**src/rtl/mem_ctrl.sv**
```systemverilog
// mem_ctrl: byte-serial IF/MEM arbiter for a shared 8-bit RAM (option: MEMCTRL_FAIR_ARB_EN enables round-robin arbitration)
module mem_ctrl (
  input  logic        clk_in,
  input  logic        rst_in,
  input  logic        IF_req_in,
  input  logic [31:0] IF_addr_in,
  output logic        IF_done_out,
  output logic [31:0] IF_inst_out,
  input  logic        MEM_req_in,
  input  logic        MEM_we_in,
  input  logic [1:0]  MEM_len_in,
  input  logic [31:0] MEM_addr_in,
  input  logic [31:0] MEM_data_in,
  output logic        MEM_done_out,
  output logic [31:0] MEM_data_out,
  output logic [31:0] ram_addr_out,
  output logic        ram_wr_out,
  output logic [7:0]  ram_data_out,
  input  logic [7:0]  ram_data_in
);
  typedef enum logic [1:0] {IDLE, READ, WRITE, DONE} state_t;
  state_t      r_state, w_next;
  logic [2:0]  r_cnt, r_n, w_len;
  logic        r_owner, w_grant, w_pick_mem, w_addr_act;
  logic [31:0] r_base, r_wdata, r_rdata;
  logic [1:0]  w_lane;
  assign w_grant = IF_req_in || MEM_req_in;
  assign w_len = (MEM_len_in == 2'b00) ? 3'd1 : (MEM_len_in == 2'b01) ? 3'd2 : 3'd4;
  assign w_lane = r_cnt[1:0] - 2'd1;
`ifdef MEMCTRL_FAIR_ARB_EN
  logic r_last;
  assign w_pick_mem = MEM_req_in && (!IF_req_in || !r_last);
  // remember who was granted last so contention alternates
  always_ff @(posedge clk_in)
    if (rst_in) r_last <= 1'b0;
    else if (r_state == IDLE && w_grant) r_last <= w_pick_mem;
`else
  assign w_pick_mem = MEM_req_in;
`endif
  // state register
  always_ff @(posedge clk_in)
    r_state <= rst_in ? IDLE : w_next;
  // next-state: grant only from IDLE, so a held req is not re-issued in DONE
  always_comb begin
    w_next = r_state;
    case (r_state)
      IDLE:    w_next = !w_grant ? IDLE : (w_pick_mem && MEM_we_in) ? WRITE : READ;
      READ:    w_next = (r_cnt == r_n) ? DONE : READ;
      WRITE:   w_next = (r_cnt == r_n - 3'd1) ? DONE : WRITE;
      default: w_next = IDLE;
    endcase
  end
  // latch request on grant, step the byte counter, assemble read bytes
  always_ff @(posedge clk_in) begin
    if (rst_in) begin
      r_cnt   <= '0;
      r_n     <= '0;
      r_owner <= 1'b0;
      r_base  <= '0;
      r_wdata <= '0;
      r_rdata <= '0;
    end else begin
      r_cnt <= (r_state == READ || r_state == WRITE) ? r_cnt + 3'd1 : 3'd0;
      if (r_state == IDLE && w_grant) begin
        r_owner <= w_pick_mem;
        r_n     <= w_pick_mem ? w_len : 3'd4;
        r_base  <= w_pick_mem ? MEM_addr_in : IF_addr_in;
        r_wdata <= w_pick_mem ? MEM_data_in : 32'd0;
        r_rdata <= '0;
      end
      if (r_state == READ && r_cnt != 3'd0) r_rdata[{w_lane, 3'b000} +: 8] <= ram_data_in;
    end
  end
  // Moore outputs decoded from registered state; idle bus is all zeros
  always_comb begin
    w_addr_act   = (r_state == READ && r_cnt < r_n) || r_state == WRITE;
    ram_addr_out = w_addr_act ? r_base + {29'd0, r_cnt} : 32'd0;
    ram_wr_out   = r_state == WRITE;
    ram_data_out = (r_state == WRITE) ? r_wdata[{r_cnt[1:0], 3'b000} +: 8] : 8'd0;
    IF_done_out  = r_state == DONE && !r_owner;
    MEM_done_out = r_state == DONE && r_owner;
    IF_inst_out  = IF_done_out ? r_rdata : 32'd0;
    MEM_data_out = MEM_done_out ? r_rdata : 32'd0;
  end
endmodule

```
**config.mk**
```make
export PLATFORM = sky130hd
export DESIGN_NAME = mem_ctrl
export DESIGN_NICKNAME = d
export VERILOG_FILES = /design/src/rtl/mem_ctrl.sv
export SDC_FILE = /design/constraint.sdc
export NUM_CORES = 1
export LEC_CHECK = 0
export BUFFER_PORTS_ARGS = -buffer_cell sky130_fd_sc_hd__buf_2
export CORE_UTILIZATION = 50
export DETAILED_ROUTE_END_ITERATION = 7
export GPL_TIMING_DRIVEN = 0
export MAX_ROUTING_LAYER = met4
export PLACE_DENSITY = 0.78
export SLEW_MARGIN = 25
export SYNTH_ARGS = -nofsm -noshare
export SYNTH_HDL_FRONTEND = slang
export SYNTH_SLANG_ARGS = --single-unit
```
**constraint.sdc**
```tcl
create_clock -name clk_in -period 3.65 [get_ports clk_in]
set_input_delay 0.365 -clock clk_in [delete_from_list [all_inputs] [get_ports clk_in]]
set_output_delay 0.365 -clock clk_in [all_outputs]
set_load 0.01 [all_outputs]
```
Word level (Yosys, flattened, before mapping)
Index checks and enable logic that the tools add are counted.
{ "op_classes": {"n_lt_le_gt_ge": 1, "eq_ne": 6, "addsub": 5, "reduce_logical": 14, "n_mux": 18, "n_shift": 3, "bitwise_logic": 1} }
{ "op_table": {"columns": ["op", "n"], "rows": [
  ["$mux 32", 8],
  ["$add 32x3->32", 1],
  ["$bwmux 32", 1],
  ["$shift 8x7->32 const A", 1],
  ["$shiftx 32x6->8", 1],
  ["$shiftx 8x7->32", 1],
  ["$mux 3", 3],
  ["$mux 8", 1],
  ["$neg 5->7", 1],
  ["$eq 3x3->1", 2],
  ["$logic_and 1x1->1", 6],
  ["$mux 2", 3],
  ["$pmux 2 s3", 1],
  ["$eq 2x1->1 const B", 2],
  ["$eq 2x2->1 const B", 2],
  ["$logic_not 2->1", 2],
  ["$add 3x1->3 const B", 1],
  ["$logic_or 1x1->1", 3],
  ["$lt 3x3->1", 1],
  ["$reduce_bool 3->1", 1],
  ["$sub 3x1->3 const B", 1],
  ["$reduce_or 2->1", 1],
  ["$sub 2x1->2 const B", 1],
  ["$logic_not 1->1", 1],
  ["2 further kinds", 2]
]} }
{ "totals": {"out_inout_bits": 107, "reg_bits": 105, "elab_cells": 55, "inputBits": 111} }

Logic depth before layout (Yosys ltp)
Gate-level depths: netlist of the first run.
{ "logic_depth": {"word_depth": 6, "mapped_depth": 8, "depth_no_buf": 8} }

Least setup slack after synthesis of the first run
OpenSTA, ideal clock, no wires.
{ "synth_path": {"kind": "register to output", "start": "register r_cnt[1]", "end": "output ram_addr_out[14]", "t_arrival_ns": 2.411, "stages_incl_launch_ff": 8, "setup_slack_ns": 0.874, "cell_sequence": "dfxtp_1 > buf_2 > inv_1 > fa_1 > nand2b_1 > a2111o_1 > or3_1 > a21oi_1"} }
{ "synth_between": {"elab_chain_cells": 4, "word_cells_on_any_way": 5} }
{ "synth_rtl": {"columns": ["item", "line_no", "source"], "rows": [
  ["from (decl)", "23", "logic [2:0] r_cnt, r_n, w_len;"],
  ["from (signal assigned)", "63", "r_cnt <= (r_state == READ || r_state == WRITE) ? r_cnt + 3'd1 : 3'd0;"],
  ["branches (longest 3 deep; another with $add 32x3->32)", null, null],
  ["$mux 32 (*)", "77", "ram_addr_out = w_addr_act ? r_base + {29'd0, r_cnt} : 32'd0;"],
  ["to (decl)", "16", "output logic [31:0] ram_addr_out,"]
]} }
Mark *: on every way between the ends.

Worst setup path after layout of the first run
Same ends and word-level chain as after synthesis.

==> results of run 1 <==
## what timing repair did
item | CTS | global route
endpoints found under the hold margin | 0 | 0
setup endpoints to repair | 0 | 4
gates resized for setup | 0 | 1
## metrics by stage
| step | setup WS (ps) | hold WS (ps) |
|---|---|---|
| floorplan | 874 | 429 |
| global placement | 500 | 438 |
| detailed placement | 456 | 442 |
| CTS | 72.4 | 277 |
| global route | 36.2 | 275 |
| finish | 151 | 279 |
## metal layers
metal  GRT usage (%)  wire, um
met1            34.1      7230
met2            45.2      7970
met3            4.81      1000
met4            7.56       305
met5               -         0
## critical path, delay by kind of cell, from the launching register on
| kind | cells | cell delay [ps] |
|---|---|---|
| flops | 1 | 460 |
| compound gates | 2 | 700 |
| fa+ha+maj | 1 | 490 |
| buf+inv | 3 | 610 |
| simple gates | 2 | 530 |
## flip-flops by register name, indices dropped and copies added (netlist names)
signal and flops:
r_owner 1, r_cnt 3, r_wdata 32, r_base 32, r_n 3, r_state 2
r_rdata 32
## synthesized netlist by cell type (2+ instances only)
cell type	count
nor2_1	89
ha_1	18
nor2b_1	15
nor4_2	4
dfxtp_1	105
nand3_1	56
nor3_1	5
a21oi_1	51
nand2b_1	3
nor2_2	2
nand2_1	42
and3_1	42
nand4_2	2
xor2_1	14
buf_2	7
a22oi_1	24
and2_1	43
inv_1	13
buf_1	6
a31oi_1	2
and4_1	7
a211oi_1	34
xnor2_1	17
mux2i_1	32
mux4_2	8
o21ai_0	4
or3_1	2
clkbuf_1	42
nand4_1	9
## cell type report
class / count / area share [%]
buffer: 56 / 3.06
clock buffer: 10 / 3.06
clock inverter: 6 / 1.09
inverter: 14 / 0.702
multi-input combinational: 540 / 47.2
sequential: 105 / 28.1
tap: 143 / 2.39
timing repair buffer: 216 / 14.4
## kinds of logic after synthesis
kind of cell	count (synthesis)	share of synthesized area [%]
simple gates	329	29.5
compound gates	121	13.1
flops	105	35.5
buf+inv	70	4.72
mux	40	8.46
xor+xnor	31	4.59
fa+ha+maj	19	4.14
## where the power goes
group	switching, mW	internal [mW]
logic	0.582	0.351
registers	0.130	1.27
clock network	0.464	0.551
total	1.18	2.18
## worst min path at each step
stage                                         from                       end  slack (ps)  cells past startpoint
after detailed placement  r_wdata[19]$_SDFFE_PP0P_  r_wdata[19]$_SDFFE_PP0P_         440                      2
after global routing               MEM_data_in[30]  r_wdata[30]$_SDFFE_PP0P_         280                      3
final                              MEM_data_in[21]  r_wdata[21]$_SDFFE_PP0P_         280                      3
after CTS                           ram_data_in[4]     r_rdata[4]$_SDFF_PP0_         280                      3
after floorplan           r_wdata[16]$_SDFFE_PP0P_  r_wdata[16]$_SDFFE_PP0P_         430                      2
after global placement    r_wdata[17]$_SDFFE_PP0P_  r_wdata[17]$_SDFFE_PP0P_         440                      2
==> run_results.csv, run 1 <==
group,metric,value,unit
cells_and_area,num-nets-final,1072,
setup_path,worstPathRequired,3280,ps
clock_network,hold_buffers,0,
cells_and_area,drive_above_1_share,27.7,%
placed_design,io_buffers,216,
setup_path,r2r_cells,8,
grt,grt_max_degree,20,
clock_network,clk_latency,350,ps
cells_and_area,final_cell_mix,"buf_2, dfxtp_1, nor2_1, nand3_1, a21oi_1",
setup_path,startpoint,"r_cnt[1]$_SDFF_PP0_",
clock_network,cts.sinks,105,
cells_and_area,final_core_util,65.3,%
cells_and_area,layout_commonest_cell,"buf_2",
synth,synth-seq-area-share,35.5,%
setup_path,end_kind,"output port",
routing,drt-pass1-iter-count,5,
clock_network,clkTransAtPathRegs,80,ps
clock_network,clockRootBuffer,"clkbuf_16",
grt,grt_pass1_vias,5562,
sta,clock.fmax,0.286,GHz
sta,rsz0062_at_grt,"no",
synth,synth-main-ff-cell,"dfxtp_1",
cells_and_area,multiInputGateArea,3540,um^2
clock_network,htree_levels,3,
sta,fin_crit,3500,ps
cells_and_area,nFillCells,1044,
placed_design,dp.cells,1074,
routing,drtIter0Drc,257,
sta,maxSlewHeadroom,55.2,%
sta,finalHoldViolations,0,
die,initial_core_util,51.6,%
synth,avgSynthCellArea,8.28,um^2
outcome,status,"finished clean",
synth,async_reset_ff_share,0,%
synth,synth_cell_types,46,
synth,synthCells,715,
die,die_x,111,um
setup_path,crit_type,"register to output port",
routing,vias_per_cell,5.48,
placed_design,hpwl,12600,um
setup_path,worstPathMaxFanout,10,
setup_path,max_stage_delay,570,ps
synth,synth_nets,845,
die,core,11500,um^2
power_and_ir_drop,ir_worst_vdd,0.254,mV
setup_path,reg2reg_slack,1360,ps
grt,grt_util_all_layers,27.3,%
grt,grt_pass1_wl,26500,um
synth,synth-edff-count,0,
sta,min_period_over_period,95.9,%
min_path,hold_class,"input port to register",
cells_and_area,syn2layout_area_growth,26.6,%
setup_path,cp_slowest_cell,"a2111o_1",
setup_path,r2r-end,"r_rdata[14]$_SDFF_PP0_",
die,die_h,111,um
power_and_ir_drop,p_total,3.35,mW
routing,drt_wl_total,16500,um
cells_and_area,stdcell_area,7490,um^2
grt,gr-total-overflow,0,
clock_network,cts_tree,"built",
sta,worst_pin_slew,672,ps
routing,route.detailed.drc,0,
cells_and_area,antenna_cells,0,
setup_path,crit_chain,"clkbuf_4 -> inv_1 -> fa_1 -> nand2b_1 -> a2111o_1 -> or3_1 -> a21oi_1 -> buf_2",
routing,via_count,5978,
cells_and_area,layout.cells.non_filler,1090,
synth,synth_seq_cells,105,
setup_path,worstPathArrival,3130,ps
routing,wl_per_cell,15.1,um
die,die_area,12300,um^2
synth,synthTopCellsByArea,"dfxtp_1, nor2_1, mux2i_1",
routing,ant_nets,0,
die,top_level_ports,218,
synth,yosys.area.top_type,"dfxtp_1",
clock_network,cts_setup_buffers,0,
power_and_ir_drop,p_leak,3.47,nW
placed_design,place_area,7180,um^2
clock_network,clk_path_buf_depth,2,
synth,yosys_warnings,0,
sta,tns,0,ps
power_and_ir_drop,p_per_area,447,nW/um^2
sta,setup_viol,0,
synth,synth_top_area_share,35.5,%
setup_path,crit_end,"ram_addr_out[14]",
sta,final-max-slew-violation-count,0,
cells_and_area,final-seq-area,2100,um^2
placed_design,place.gp.congestion,0.852,
run,cap_violations,0,
clock_network,cts_made_buffers,9,
grt,antenna_found_initial,0,
sta,skew,12.2,ps
die,rows,39,
setup_path,startpoint_type,"register",
setup_path,r2r-start,"r_cnt[1]$_SDFF_PP0_",
synth,syn_area,5920,um^2
No activity file was read; power rests on OpenSTA's default activity.
==> inputs of run 2 (changes only) <==
--- a/config.mk
+++ b/config.mk
@@ -6,11 +6,12 @@
 export NUM_CORES = 1
 export LEC_CHECK = 0
 export BUFFER_PORTS_ARGS = -buffer_cell sky130_fd_sc_hd__buf_2
-export CORE_UTILIZATION = 50
+export CORE_UTILIZATION = 52
+export CTS_BUF_LIST = sky130_fd_sc_hd__clkbuf_4
 export DETAILED_ROUTE_END_ITERATION = 7
 export GPL_TIMING_DRIVEN = 0
 export MAX_ROUTING_LAYER = met4
-export PLACE_DENSITY = 0.78
+export PLACE_DENSITY = 0.81
 export SLEW_MARGIN = 25
 export SYNTH_ARGS = -nofsm -noshare
 export SYNTH_HDL_FRONTEND = slang
==> run 2 against run 1 <==
Effect of this change: combinational power barely moved; utilization rose by 1.1 points; non-clock buffer count did not move; largest power group unchanged; critical endpoint unchanged; via count fell by 0.52%; final cell count fell by 0.37%.
==> run_results.csv, run 2 (synthesis results as in run 1) <==
group,metric,value,unit
setup_path,worstPathArrival,3110,ps
cells_and_area,final_core_util,66.4,%
setup_path,crit_type,"register to output port",
die,die_x,109,um
placed_design,io_buffers,216,
clock_network,htree_levels,3,
grt,grt_pass1_vias,5373,
routing,wl_per_cell,15.0,um
clock_network,cts_setup_buffers,0,
sta,tns,0,ps
power_and_ir_drop,ir_worst_vdd,0.227,mV
routing,route.detailed.drc,0,
cells_and_area,largest_registers,"r_base: 32 flops, r_rdata: 32 flops, r_wdata: 32 flops",
setup_path,r2r_cells,8,
routing,ant_nets,0,
run,cap_violations,0,
clock_network,clkTransAtPathRegs,190,ps
power_and_ir_drop,p_total,2.90,mW
die,core,11000,um^2
grt,gr-total-overflow,0,
routing,drt_wl_total,16300,um
sta,worst_hold_slack,139,ps
routing,drtIter0Drc,305,
placed_design,place.gp.congestion,0.846,
sta,finalWorstSetupSlack,172,ps
cells_and_area,drive_above_1_share,27.8,%
sta,setup_viol,0,
die,top_level_ports,218,
clock_network,hold_buffers,0,
cells_and_area,antenna_cells,0,
cells_and_area,syn2layout_area_growth,23.3,%
clock_network,cts_tree,"built",
grt,grt_max_degree,19,
routing,drt-pass1-iter-count,4,
die,die_area,11800,um^2
setup_path,worstPathMaxFanout,10,
placed_design,place_ws,462,ps
sta,fin_crit,3480,ps
clock_network,clk_path_buf_depth,2,
die,die_h,109,um
clock_network,clk_latency,460,ps
setup_path,end_kind,"output port",
min_path,hold_class,"input port to register",
sta,rsz0062_at_grt,"no",
sta,clock.fmax,0.288,GHz
clock_network,clockRootBuffer,"clkbuf_4",
setup_path,reg2reg_slack,1410,ps
grt,grt_pass1_wl,25300,um
power_and_ir_drop,p_leak,3.38,nW
sta,min_period_over_period,95.3,%
routing,vias_per_cell,5.48,
cells_and_area,nFillCells,985,
cells_and_area,final_cell_mix,"buf_2, dfxtp_1, nor2_1, nand3_1, a21oi_1",
power_and_ir_drop,p_per_area,397,nW/um^2
die,initial_core_util,53.9,%
sta,final-max-slew-violation-count,0,
sta,worst_pin_slew,716,ps
sta,finalHoldViolations,0,
sta,skew,36.0,ps
setup_path,startpoint_type,"register",
clock_network,cts.sinks,105,
min_path,min_path_cells,3,
cells_and_area,layout_commonest_cell,"buf_2",
grt,antenna_found_initial,0,
setup_path,worstPathRequired,3280,ps
placed_design,hpwl,12500,um
outcome,status,"finished clean",
cells_and_area,num-nets-final,1072,
die,rows,38,
sta,maxSlewHeadroom,52.3,%
clock_network,cts_made_buffers,9,
grt,grt_util_all_layers,28.0,%
routing,via_count,5947,
[run 2: path summary, 6_finish.rpt]
kind / start / end
worst max-delay path: r_cnt[1]$_SDFF_PP0_ / ram_addr_out[14]
worst max register to register: r_state[1]$_SDFF_PP0_ / r_base[25]$_SDFFE_PP0P_
worst min register to register: r_wdata[22]$_SDFFE_PP0P_ / r_wdata[22]$_SDFFE_PP0P_
worst min-delay path: MEM_data_in[22] / r_wdata[22]$_SDFFE_PP0P_
[run 2: per-stage QoR]
stage	instances	instance area [um^2]
6_report	1086	7290
3_3_place_gp	1071	7170
3_5_place_dp	1071	7170
5_1_grt	1086	7290
4_1_cts	1086	7290
2_1_floorplan	715	5920
[run 2: cell type report]
cell class | count | area (um^2) | share of cell area, %
timing repair buffer | 216 | 1080 | 14.8
tap | 140 | 175 | 2.40
sequential | 105 | 2100 | 28.8
clock buffer | 9 | 67.6 | 0.926
multi-input combinational | 540 | 3540 | 48.5
clock inverter | 6 | 50.0 | 0.686
buffer | 56 | 229 | 3.14
inverter | 14 | 52.6 | 0.720
[run 2: metal layers]
metal	wire length, um	global-route usage (%)	up-vias
met2	7750	46.0	216
met4	450	10.1	0
li1	-	-	2966
met5	0	-	-
met3	861	2.99	33
met1	7230	35.6	2732
[run 2: where the power goes]
group	switching, mW	internal, mW
clock network	0.409	0.147
registers	0.131	1.27
logic	0.585	0.351
total	1.12	1.77
[run 2: repair_timing]
action	in CTS	in global routing
gates resized for setup	1	1
setup endpoints to repair	1	5
hold endpoints to repair	0	0
gates cloned	0	0
[run 2: critical path: stages (launching register included)]
cell and delay, ps:
dfxtp_2 430, buf_4 230, inv_1 130, fa_1 470, nand2b_1 180, a2111o_1 570, or3_1 360, a21oi_1 140
buf_2 160
